===== src/rtl/ram_arbiter_pkg.sv =====
// Shared types and constants for the two-port RAM arbiter: widths, FSM
// encodings, port ids and the latched command record.
package ram_arbiter_pkg;
  localparam int DATA_W = 14;
  localparam int ADDR_W = 8;

  localparam logic [1:0] ST_IDLE  = 2'd0;
  localparam logic [1:0] ST_GRANT = 2'd1;
  localparam logic [1:0] ST_DONE  = 2'd2;

  localparam logic PORT0 = 1'b0;
  localparam logic PORT1 = 1'b1;

  typedef logic [DATA_W-1:0] word_t;
  typedef logic [ADDR_W-1:0] addr_t;

  typedef struct packed {
    logic  winner;
    logic  we;
    addr_t addr;
    word_t wdata;
  } cmd_t;

  function automatic logic other_port(input logic port);
    return ~port;
  endfunction
endpackage


===== src/rtl/ram_arbiter_if.sv =====
// Bundle of both requester handshakes plus the RAM port; the arbiter takes
// the slave view, requesters and the RAM model take the master view.
interface ram_arbiter_if;
  import ram_arbiter_pkg::*;

  logic  p0_req;
  logic  p0_we;
  addr_t p0_addr;
  word_t p0_wdata;
  logic  p0_ack;
  word_t p0_rdata;

  logic  p1_req;
  logic  p1_we;
  addr_t p1_addr;
  word_t p1_wdata;
  logic  p1_ack;
  word_t p1_rdata;

  logic  ram_write;
  addr_t ram_addr;
  word_t ram_din;
  word_t ram_dout;
  logic  busy;

  modport slave (
    input  p0_req, p0_we, p0_addr, p0_wdata,
    input  p1_req, p1_we, p1_addr, p1_wdata,
    input  ram_dout,
    output p0_ack, p0_rdata, p1_ack, p1_rdata,
    output ram_write, ram_addr, ram_din, busy
  );

  modport master (
    output p0_req, p0_we, p0_addr, p0_wdata,
    output p1_req, p1_we, p1_addr, p1_wdata,
    output ram_dout,
    input  p0_ack, p0_rdata, p1_ack, p1_rdata,
    input  ram_write, ram_addr, ram_din, busy
  );
endinterface


===== src/rtl/ram_arbiter_rr_pick2.sv =====
// Combinational two-way winner select: a lone request wins outright; a tie
// goes to port 0 under fixed priority, else to the port that did not win last.
module rr_pick2 (
  input  logic req0,
  input  logic req1,
  input  logic last_winner,
  input  logic fixed_prio,
  output logic winner,
  output logic any_req
);
  import ram_arbiter_pkg::*;

  // Winner selection for the current IDLE sample
  always_comb begin
    winner = PORT0;
    if (req0 && req1) begin
      if (fixed_prio) begin
        winner = PORT0;
      end else begin
        winner = other_port(last_winner);
      end
    end else if (req1) begin
      winner = PORT1;
    end else begin
      winner = PORT0;
    end
  end

  assign any_req = req0 | req1;
endmodule


===== src/rtl/ram_arbiter.sv =====
// Arbitrates the single-port 256x14 data RAM between the processor (port 0)
// and the host loader (port 1): one access per three cycles, fixed latency.
module ram_arbiter #(
  parameter int FIXED_PRIO = 0
) (
  input logic         clk,
  input logic         rst_n,
  ram_arbiter_if.slave bus
);
  import ram_arbiter_pkg::*;

  localparam logic FIXED_PRIO_EN = (FIXED_PRIO != 0);

  logic [1:0] state_r;
  logic [1:0] state_nxt_s;
  logic       last_winner_r;
  cmd_t       cmd_r;
  cmd_t       sel_cmd_s;
  logic       ram_write_r;
  logic       p0_ack_r;
  logic       p1_ack_r;
  word_t      p0_rdata_r;
  word_t      p1_rdata_r;
  logic       pick_winner_s;
  logic       any_req_s;

  rr_pick2 u_pick (
    .req0        (bus.p0_req),
    .req1        (bus.p1_req),
    .last_winner (last_winner_r),
    .fixed_prio  (FIXED_PRIO_EN),
    .winner      (pick_winner_s),
    .any_req     (any_req_s)
  );

  // Next-state decode; requests only matter in IDLE
  always_comb begin
    state_nxt_s = state_r;
    case (state_r)
      ST_IDLE: begin
        if (any_req_s) begin
          state_nxt_s = ST_GRANT;
        end else begin
          state_nxt_s = ST_IDLE;
        end
      end
      ST_GRANT: state_nxt_s = ST_DONE;
      ST_DONE:  state_nxt_s = ST_IDLE;
      default:  state_nxt_s = ST_IDLE;
    endcase
  end

  // Mux the winning port's command fields
  always_comb begin
    sel_cmd_s = '0;
    if (pick_winner_s == PORT1) begin
      sel_cmd_s.winner = PORT1;
      sel_cmd_s.we     = bus.p1_we;
      sel_cmd_s.addr   = bus.p1_addr;
      sel_cmd_s.wdata  = bus.p1_wdata;
    end else begin
      sel_cmd_s.winner = PORT0;
      sel_cmd_s.we     = bus.p0_we;
      sel_cmd_s.addr   = bus.p0_addr;
      sel_cmd_s.wdata  = bus.p0_wdata;
    end
  end

  // FSM state, frozen command registers and round-robin history
  always_ff @(posedge clk) begin
    if (!rst_n) begin
      state_r       <= ST_IDLE;
      cmd_r         <= '0;
      last_winner_r <= PORT1;
    end else begin
      state_r <= state_nxt_s;
      if (state_r == ST_IDLE && any_req_s) begin
        cmd_r <= sel_cmd_s;
      end
      if (state_r == ST_GRANT) begin
        last_winner_r <= cmd_r.winner;
      end
    end
  end

  // Write strobe (high for the GRANT cycle only), acks and read-data capture
  always_ff @(posedge clk) begin
    if (!rst_n) begin
      ram_write_r <= 1'b0;
      p0_ack_r    <= 1'b0;
      p1_ack_r    <= 1'b0;
      p0_rdata_r  <= '0;
      p1_rdata_r  <= '0;
    end else begin
      case (state_r)
        ST_IDLE: begin
          p0_ack_r    <= 1'b0;
          p1_ack_r    <= 1'b0;
          ram_write_r <= any_req_s & sel_cmd_s.we;
        end
        ST_GRANT: begin
          ram_write_r <= 1'b0;
          p0_ack_r    <= (cmd_r.winner == PORT0);
          p1_ack_r    <= (cmd_r.winner == PORT1);
          if (!cmd_r.we && cmd_r.winner == PORT1) begin
            p1_rdata_r <= bus.ram_dout;
          end
          if (!cmd_r.we && cmd_r.winner == PORT0) begin
            p0_rdata_r <= bus.ram_dout;
          end
        end
        ST_DONE: begin
          ram_write_r <= 1'b0;
          p0_ack_r    <= 1'b0;
          p1_ack_r    <= 1'b0;
        end
        default: begin
          ram_write_r <= 1'b0;
          p0_ack_r    <= 1'b0;
          p1_ack_r    <= 1'b0;
        end
      endcase
    end
  end

  assign bus.ram_write = ram_write_r;
  assign bus.ram_addr  = cmd_r.addr;
  assign bus.ram_din   = cmd_r.wdata;
  assign bus.p0_ack    = p0_ack_r;
  assign bus.p1_ack    = p1_ack_r;
  assign bus.p0_rdata  = p0_rdata_r;
  assign bus.p1_rdata  = p1_rdata_r;
  assign bus.busy      = (state_r != ST_IDLE);
endmodule


===== src/flat_wrapper.sv =====
// flat-port wrapper written by rule: the top's interface ports become plain ports
module ram_arbiter_flat import ram_arbiter_pkg::*;
#(
  parameter int FIXED_PRIO = 0
)
  (clk, rst_n, bus_p0_req, bus_p0_we, bus_p0_addr, bus_p0_wdata, bus_p1_req, bus_p1_we, bus_p1_addr, bus_p1_wdata, bus_ram_dout, bus_p0_ack, bus_p0_rdata, bus_p1_ack, bus_p1_rdata, bus_ram_write, bus_ram_addr, bus_ram_din, bus_busy);
  ram_arbiter_if bus_i ();
  input logic clk;
  input logic rst_n;
  input wire logic [$bits(bus_i.p0_req)-1:0] bus_p0_req;
  input wire logic [$bits(bus_i.p0_we)-1:0] bus_p0_we;
  input wire logic [$bits(bus_i.p0_addr)-1:0] bus_p0_addr;
  input wire logic [$bits(bus_i.p0_wdata)-1:0] bus_p0_wdata;
  input wire logic [$bits(bus_i.p1_req)-1:0] bus_p1_req;
  input wire logic [$bits(bus_i.p1_we)-1:0] bus_p1_we;
  input wire logic [$bits(bus_i.p1_addr)-1:0] bus_p1_addr;
  input wire logic [$bits(bus_i.p1_wdata)-1:0] bus_p1_wdata;
  input wire logic [$bits(bus_i.ram_dout)-1:0] bus_ram_dout;
  output wire logic [$bits(bus_i.p0_ack)-1:0] bus_p0_ack;
  output wire logic [$bits(bus_i.p0_rdata)-1:0] bus_p0_rdata;
  output wire logic [$bits(bus_i.p1_ack)-1:0] bus_p1_ack;
  output wire logic [$bits(bus_i.p1_rdata)-1:0] bus_p1_rdata;
  output wire logic [$bits(bus_i.ram_write)-1:0] bus_ram_write;
  output wire logic [$bits(bus_i.ram_addr)-1:0] bus_ram_addr;
  output wire logic [$bits(bus_i.ram_din)-1:0] bus_ram_din;
  output wire logic [$bits(bus_i.busy)-1:0] bus_busy;
  assign bus_i.p0_req = bus_p0_req;
  assign bus_i.p0_we = bus_p0_we;
  assign bus_i.p0_addr = bus_p0_addr;
  assign bus_i.p0_wdata = bus_p0_wdata;
  assign bus_i.p1_req = bus_p1_req;
  assign bus_i.p1_we = bus_p1_we;
  assign bus_i.p1_addr = bus_p1_addr;
  assign bus_i.p1_wdata = bus_p1_wdata;
  assign bus_i.ram_dout = bus_ram_dout;
  assign bus_p0_ack = bus_i.p0_ack;
  assign bus_p0_rdata = bus_i.p0_rdata;
  assign bus_p1_ack = bus_i.p1_ack;
  assign bus_p1_rdata = bus_i.p1_rdata;
  assign bus_ram_write = bus_i.ram_write;
  assign bus_ram_addr = bus_i.ram_addr;
  assign bus_ram_din = bus_i.ram_din;
  assign bus_busy = bus_i.busy;
  ram_arbiter #(.FIXED_PRIO(FIXED_PRIO)) u_core (.clk(clk), .rst_n(rst_n), .bus(bus_i));
endmodule

===== config.mk =====
export PLATFORM = sky130hd
export DESIGN_NAME = ram_arbiter_flat
export DESIGN_NICKNAME = d
export VERILOG_FILES = /design/src/rtl/ram_arbiter_pkg.sv /design/src/rtl/ram_arbiter_if.sv /design/src/rtl/ram_arbiter_rr_pick2.sv /design/src/rtl/ram_arbiter.sv /design/src/flat_wrapper.sv
export SDC_FILE = /design/constraint.sdc
export NUM_CORES = 1
export LEC_CHECK = 0
export CAP_MARGIN = 20
export CELL_PAD_IN_SITES_DETAIL_PLACEMENT = 1
export CELL_PAD_IN_SITES_GLOBAL_PLACEMENT = 1
export CORE_ASPECT_RATIO = 1.4
export CORE_MARGIN = 1
export CORE_UTILIZATION = 29
export CTS_CLUSTER_SIZE = 28
export DETAILED_ROUTE_END_ITERATION = 7
export HOLD_SLACK_MARGIN = 0.1
export PLACE_DENSITY_LB_ADDON = 0.2
export SYNTH_ARGS = -nofsm -noshare
export SYNTH_HDL_FRONTEND = slang
export SYNTH_HIERARCHICAL = 1
export SYNTH_SLANG_ARGS = --single-unit

===== constraint.sdc =====
create_clock -name clk -period 1.92 [get_ports clk]
set_input_delay 0.384 -clock clk [delete_from_list [all_inputs] [get_ports clk]]
set_output_delay 0.384 -clock clk [all_outputs]
set_load 0.05 [all_outputs]

Word-level counts from Yosys, hierarchy flattened --
Cells that the tools add are included.
Word-level totals: output and inout port bits 54, input bits 64, logic and storage cells 32, memories kept 0, latch bits 0, bits in registers 58, ROM bits 0, bits in writable memories 0
Operators by class: magnitude comparators 0, shifts and indexed selects 0, muxes and demuxes 5, div/mod/pow operators 0, eq/ne operators 1, bitwise operators 4, reduce and logical (&&, ||, !) cells 11, add/subtract/negate cells 0, $mul 0
Operators with widths (number):
- 2-to-1 mux 24 bit | 1
- AND reduction 2 bit | 4
- logical AND 1 bit | 4
- case mux 2 bit (2 select lines) | 1
- 2-to-1 mux 1 bit | 3
- == test 2 x 1 -> 1 bit, second input constant | 1
- zero test 2 bit | 1
- inverter 1 bit | 2
- nonzero test 2 bit | 1
- AND 1 bit | 1
- zero test 1 bit | 1
- OR 1 bit | 1

Logic depth before layout (Yosys ltp) --
depth after elaboration 4, depth in mapped cells 6, depth with buffers taken out 4

By module --
Netlist, hierarchy kept.
Modules (own cells, without submodules):
- ram_arbiter | cells each 256, seq. area each 1161.1 sq um, instances 1, area each 2453.6 sq um
- rr_pick2 | cells each 3, seq. area each 0.0 sq um, instances 1, area each 17.5 sq um

Worst setup path before layout --
Ideal clock, no wire load.
kind input -> register, from in bus_p0_req, to reg u_core.cmd_r (netlist bit u_core/bus.ram_addr[0]), setup slack 0.532 ns, setup time 0.130 ns, arrival time 1.258 ns, stages 6, data required time 1.790 ns, buffers on the path 2, cells stage by stage o21ai_1 and2_1 buf_2 buf_2 mux2i_1 o22ai_1
On the way: longest elaborated chain between the ends 3, elaborated cells between the ends (all ways) 5, classes of those cells mux (2); bitwise (1); reduce/logical (2)
RTL lines:
- start, declared | RTL line flat_wrapper.sv:10 | input wire logic [$bits(bus_i.p0_req)-1:0] bus_p0_req;
- logical AND 1 bit | RTL line ram_arbiter_rr_pick2.sv:16 | if (req0 && req1) begin
- 2-to-1 mux 1 bit | RTL line ram_arbiter_rr_pick2.sv:16
- net u_core.pick_winner_s | RTL line ram_arbiter.sv:24 | logic pick_winner_s;
- 2-to-1 mux 24 bit | RTL line ram_arbiter.sv:56 | if (pick_winner_s == PORT1) begin
- end signal, assigned | RTL line ram_arbiter.sv:78 | cmd_r <= sel_cmd_s;
- end, declared | RTL line ram_arbiter.sv:17 | cmd_t cmd_r;
The timed path passes the listed nets, and every way through them passes these cells. A chain may end at the register's enable or synchronous reset.

Worst setup path after layout --
from reg u_core.p0_rdata_r[3], in the netlist u_core/bus.p0_rdata[3], to out bus_p0_rdata[3]
RTL lines:
- start, declared | RTL line ram_arbiter.sv:22 | word_t p0_rdata_r;
- start signal, assigned | RTL line ram_arbiter.sv:109 | p0_rdata_r <= bus.ram_dout;
- end, declared | RTL line flat_wrapper.sv:20 | output wire logic [$bits(bus_i.p0_rdata)-1:0] bus_p0_rdata;
No word-level cell between the ends.

==> reports/qor.tcl <==
set qor(status) {finished, final reports clean}
set qor(port_buffer_cells) 117
set qor(critical_path_cell_by_cell) {clkdlybuf4s50_1}
set qor(synth_fp_nets) 323
set qor(vdd.ir_drop.worst_uv) 486
set qor(critPathTopFamily) {buffers and inverters}
set qor(post_synth_xor_area_fraction_pct) 0
set qor(ff2ff_setup_slack_ns) 0.54
set qor(count_of_mapped_cells_out_of_synthesis) 259
set qor(place_hpwl_um) 4740
set qor(cts-root-buf) {sky130_fd_sc_hd__clkbuf_16}
set qor(drt_pre_antenna_iters) 3
set qor(path_max_fanout) 2
set qor(global_route.usage.met1_pct) 16.4
set qor(report.final.hold_viol_count) 0
set qor(cts_tree) {yes}
set qor(track_usage_pct) 15.7
set qor(skew_ns) 0.00675
set qor(actual_transition_at_the_worst_max_transition_pin_ns) 0.522
set qor(fraction_of_met3_tracks_used_by_global_routing_pct) 4.53
set qor(launching_element_type_of_the_critical_path) {register}
set qor(layout_worst_path_cycle_share_pct) 96.7
set qor(largest_net_degree_at_the_start_of_global_routing) 34
set qor(detailroute.via_count) 2145
set qor(hold_path_class) {reg2reg}
set qor(final_util_pct) 47.8
set qor(ys_seq_area_share_pct) 47.0
set qor(drt_drc_violations_left) 0
set qor(slowest_stage) {sky130_fd_sc_hd__clkdlybuf4s50_1}
set qor(wirelength_um) 6710
set qor(grt_pass1_vias) 2241
set qor(final_antenna_net_count) 0
set qor(h_tree_levels) 3
set qor(yosys-mux-area-fraction_pct) 20.7
set qor(hold_buffers) 0
set qor(clk_pin_slew_ns) 0.05
set qor(area_delta_synth_final_pct) 58.5
set qor(antenna_cell_count) 0
set qor(width_of_the_die_um) 80.0
set qor(p_leak_nw) 1.57
set qor(final.setup.tns_ns) 0
set qor(largest_buffer_count_on_any_clock_path) 2
set qor(max_cap_violations) 0
set qor(synth_fa_ha_area_share_pct) 0
set qor(die_h_um) 111
set qor(rsz0062_at_grt) {false}
set qor(layout-drive-gt1-share_pct) 8.06
set qor(yosys_warnings) 6
set qor(antenna_found_initial) 0
set qor(std_cell_rows) 39
set qor(dieArea_um2) 8900
set qor(avgRoutedWirePerCell_um) 14.5
set qor(post_synth_instance_area_um2) 2470
set qor(clock.fmax_ghz) 0.539
set qor(setup_viol) 0
set qor(global_route.overflow_total) 0
set qor(power_per_cell_area_nw_per_um2) 931
set qor(path_buf_inv) 1
set qor(globalRouteMet2Util_pct) 28.0
set qor(timing.critical_path.to_type) {primary output}
set qor(critical_path_class) {reg2out}
set qor(cts_setup_buffers) 0
set qor(mean_post_synth_cell_area_um2) 9.54
set qor(fin_nets) 419
set qor(synth-compound-area-share_pct) 6.58
set qor(cp_slowest_stage_delay_ns) 0.82
set qor(number_of_gates_resized_after_cts) 0
set qor(clock_buffers_created_by_tritoncts) 9
set qor(detailedRoute.firstIterationViolations) 46
set qor(maxSlewHeadroom_pct) 65.1
set qor(synth_simple_gate_area_share_pct) 14.7
set qor(vias_per_cell) 4.64
set qor(critPathArrivalTime_ns) 1.47
set qor(fin_crit_ns) 1.86
set qor(ys_seq_elements) 58
set qor(main_combinational_cell_family_by_area_after_synthesis) {multiplexers}
set qor(worst_skew_pair.late_latency_ns) 0.32
set qor(top_level_ports) 118
set qor(gr_busiest_metal) {met2}
set qor(first_pass_grt_wire_length_um) 10600
set qor(fp.coreArea_um2) 8200
set qor(initial_utilization_pct) 30.1
set qor(slew_viol_final) 0
set qor(gpl.final_weighted_congestion) 0.690
set qor(worstPathRequired_ns) 1.54
set qor(clock-sinks) 58
set qor(ys_types) 23
[cells in the mapped netlist]
cell type / n / area [um2]
sky130_fd_sc_hd__or2_2: 1 / 6.26
sky130_fd_sc_hd__dfxtp_1: 58 / 1160
sky130_fd_sc_hd__and3b_1: 1 / 8.76
sky130_fd_sc_hd__nor2_1: 1 / 3.75
sky130_fd_sc_hd__o22ai_1: 24 / 150
sky130_fd_sc_hd__nor2b_1: 1 / 6.26
sky130_fd_sc_hd__nor4b_4: 1 / 23.8
sky130_fd_sc_hd__nand4bb_1: 2 / 22.5
sky130_fd_sc_hd__or2_1: 1 / 6.26
sky130_fd_sc_hd__nand3b_1: 1 / 7.51
sky130_fd_sc_hd__o21ai_1: 1 / 5.00
sky130_fd_sc_hd__mux2i_1: 51 / 510
sky130_fd_sc_hd__nor3b_2: 1 / 12.5
sky130_fd_sc_hd__inv_1: 3 / 11.3
sky130_fd_sc_hd__and2_1: 2 / 12.5
sky130_fd_sc_hd__and3_1: 1 / 6.26
sky130_fd_sc_hd__buf_2: 8 / 40.0
sky130_fd_sc_hd__clkbuf_1: 9 / 33.8
sky130_fd_sc_hd__conb_1: 1 / 3.75
sky130_fd_sc_hd__buf_4: 23 / 173
sky130_fd_sc_hd__nand2_1: 66 / 248
sky130_fd_sc_hd__o211ai_1: 1 / 7.51
sky130_fd_sc_hd__buf_6: 1 / 11.3
[cell families (layout without fill, tap and decap cells)]
kind of cell           count (synthesis)  after routing
other                                  1              1
and+or+nand+nor                       79             79
buffers and inverters                 44            145
AOI/OAI and AO/OA                     26             26
DFF                                   58             58
muxes                                 51             51
[final cells by class]
class	count	area, um2
Clock buffer	14	274
Clock inverter	2	10.0
Fill cell	921	4280
Inverter	3	11.3
Multi-Input combinational cell	157	1040
Sequential cell	58	1160
Tap cell	102	128
Timing Repair Buffer	126	1290
[through the flow]
| stage | setup slack [ns] | hold WS [ns] | power (W) | cell area (um2) | std cells |
|---|---|---|---|---|---|
| after floorplan | 0.532 | 0.447 | 0.00189 | 2470 | 259 |
| after global placement | 0.184 | 0.444 | 0.00218 | 3630 | 446 |
| after detailed placement | 0.0901 | 0.454 | 0.00219 | 3630 | 446 |
| after CTS | 0.0400 | 0.463 | 0.00371 | 3920 | 462 |
| after global routing | 0.0168 | 0.476 | 0.00382 | 3920 | 462 |
| final | 0.0632 | 0.460 | 0.00365 | 3920 | 462 |
[sequential cells by signal, summed over array words and instances, names as in the netlist]
register / count
u_core/last_winner_r: 1
u_core/bus.p0_ack: 1
u_core/bus.ram_din: 14
u_core/bus.ram_addr: 8
u_core/cmd_r: 2
u_core/bus.ram_write: 1
u_core/bus.p1_ack: 1
u_core/bus.p0_rdata: 14
u_core/state_r: 2
u_core/bus.p1_rdata: 14
[final timing paths]
kind,from,to,cells past startpoint
setup / recovery,u_core/bus.p0_rdata[3],bus_p0_rdata[3],1
hold / removal,u_core/bus.p1_rdata[10],u_core/bus.p1_rdata[10],2
setup reg to reg,u_core/last_winner_r,u_core/bus.ram_addr[0],5
hold reg to reg,u_core/bus.p1_rdata[10],u_core/bus.p1_rdata[10],2
[per-layer routing]
metal | part of all wire, % | wire length (um) | vias up
met1 | 39 | 2630 | 1007
li1 | - | - | 1050
met2 | 51 | 3440 | 79
met3 | 7.7 | 515 | 9
met4 | 1.8 | 119 | 0
met5 | 0 | 0 | -
[where the power goes]
part	internal (W)	switching, W	leakage [nW]	total (W)
registers	0.00129	0.0000469	0.474	0.00133
logic	0.000360	0.000463	0.949	0.000823
clock network	0.000973	0.000515	0.143	0.00149
total	0.00262	0.00102	1.57	0.00365
[cell usage in the layout (no fill, tap or decap)]
cell	instances
sky130_fd_sc_hd__clkdlybuf4s50_1	114
sky130_fd_sc_hd__nand2_1	66
sky130_fd_sc_hd__dfxtp_1	58
sky130_fd_sc_hd__mux2i_1	51
sky130_fd_sc_hd__o22ai_1	24
sky130_fd_sc_hd__clkbuf_16	9
sky130_fd_sc_hd__buf_4	6
sky130_fd_sc_hd__buf_12	5
sky130_fd_sc_hd__clkbuf_8	3
sky130_fd_sc_hd__inv_1	3
sky130_fd_sc_hd__clkbuf_1	2
sky130_fd_sc_hd__clkinv_2	2
sky130_fd_sc_hd__nand4bb_1	2
sky130_fd_sc_hd__and2_1	2
sky130_fd_sc_hd__buf_2	1
sky130_fd_sc_hd__or2_2	1
sky130_fd_sc_hd__nor3b_2	1
sky130_fd_sc_hd__nor4b_4	1
sky130_fd_sc_hd__nor2b_1	1
sky130_fd_sc_hd__nand3b_1	1
sky130_fd_sc_hd__o211ai_1	1
sky130_fd_sc_hd__nor2_1	1
sky130_fd_sc_hd__and3b_1	1
sky130_fd_sc_hd__and3_1	1
sky130_fd_sc_hd__or2_1	1
sky130_fd_sc_hd__o21ai_1	1
sky130_fd_sc_hd__conb_1	1
No activity file was read; power rests on OpenSTA's default activity.
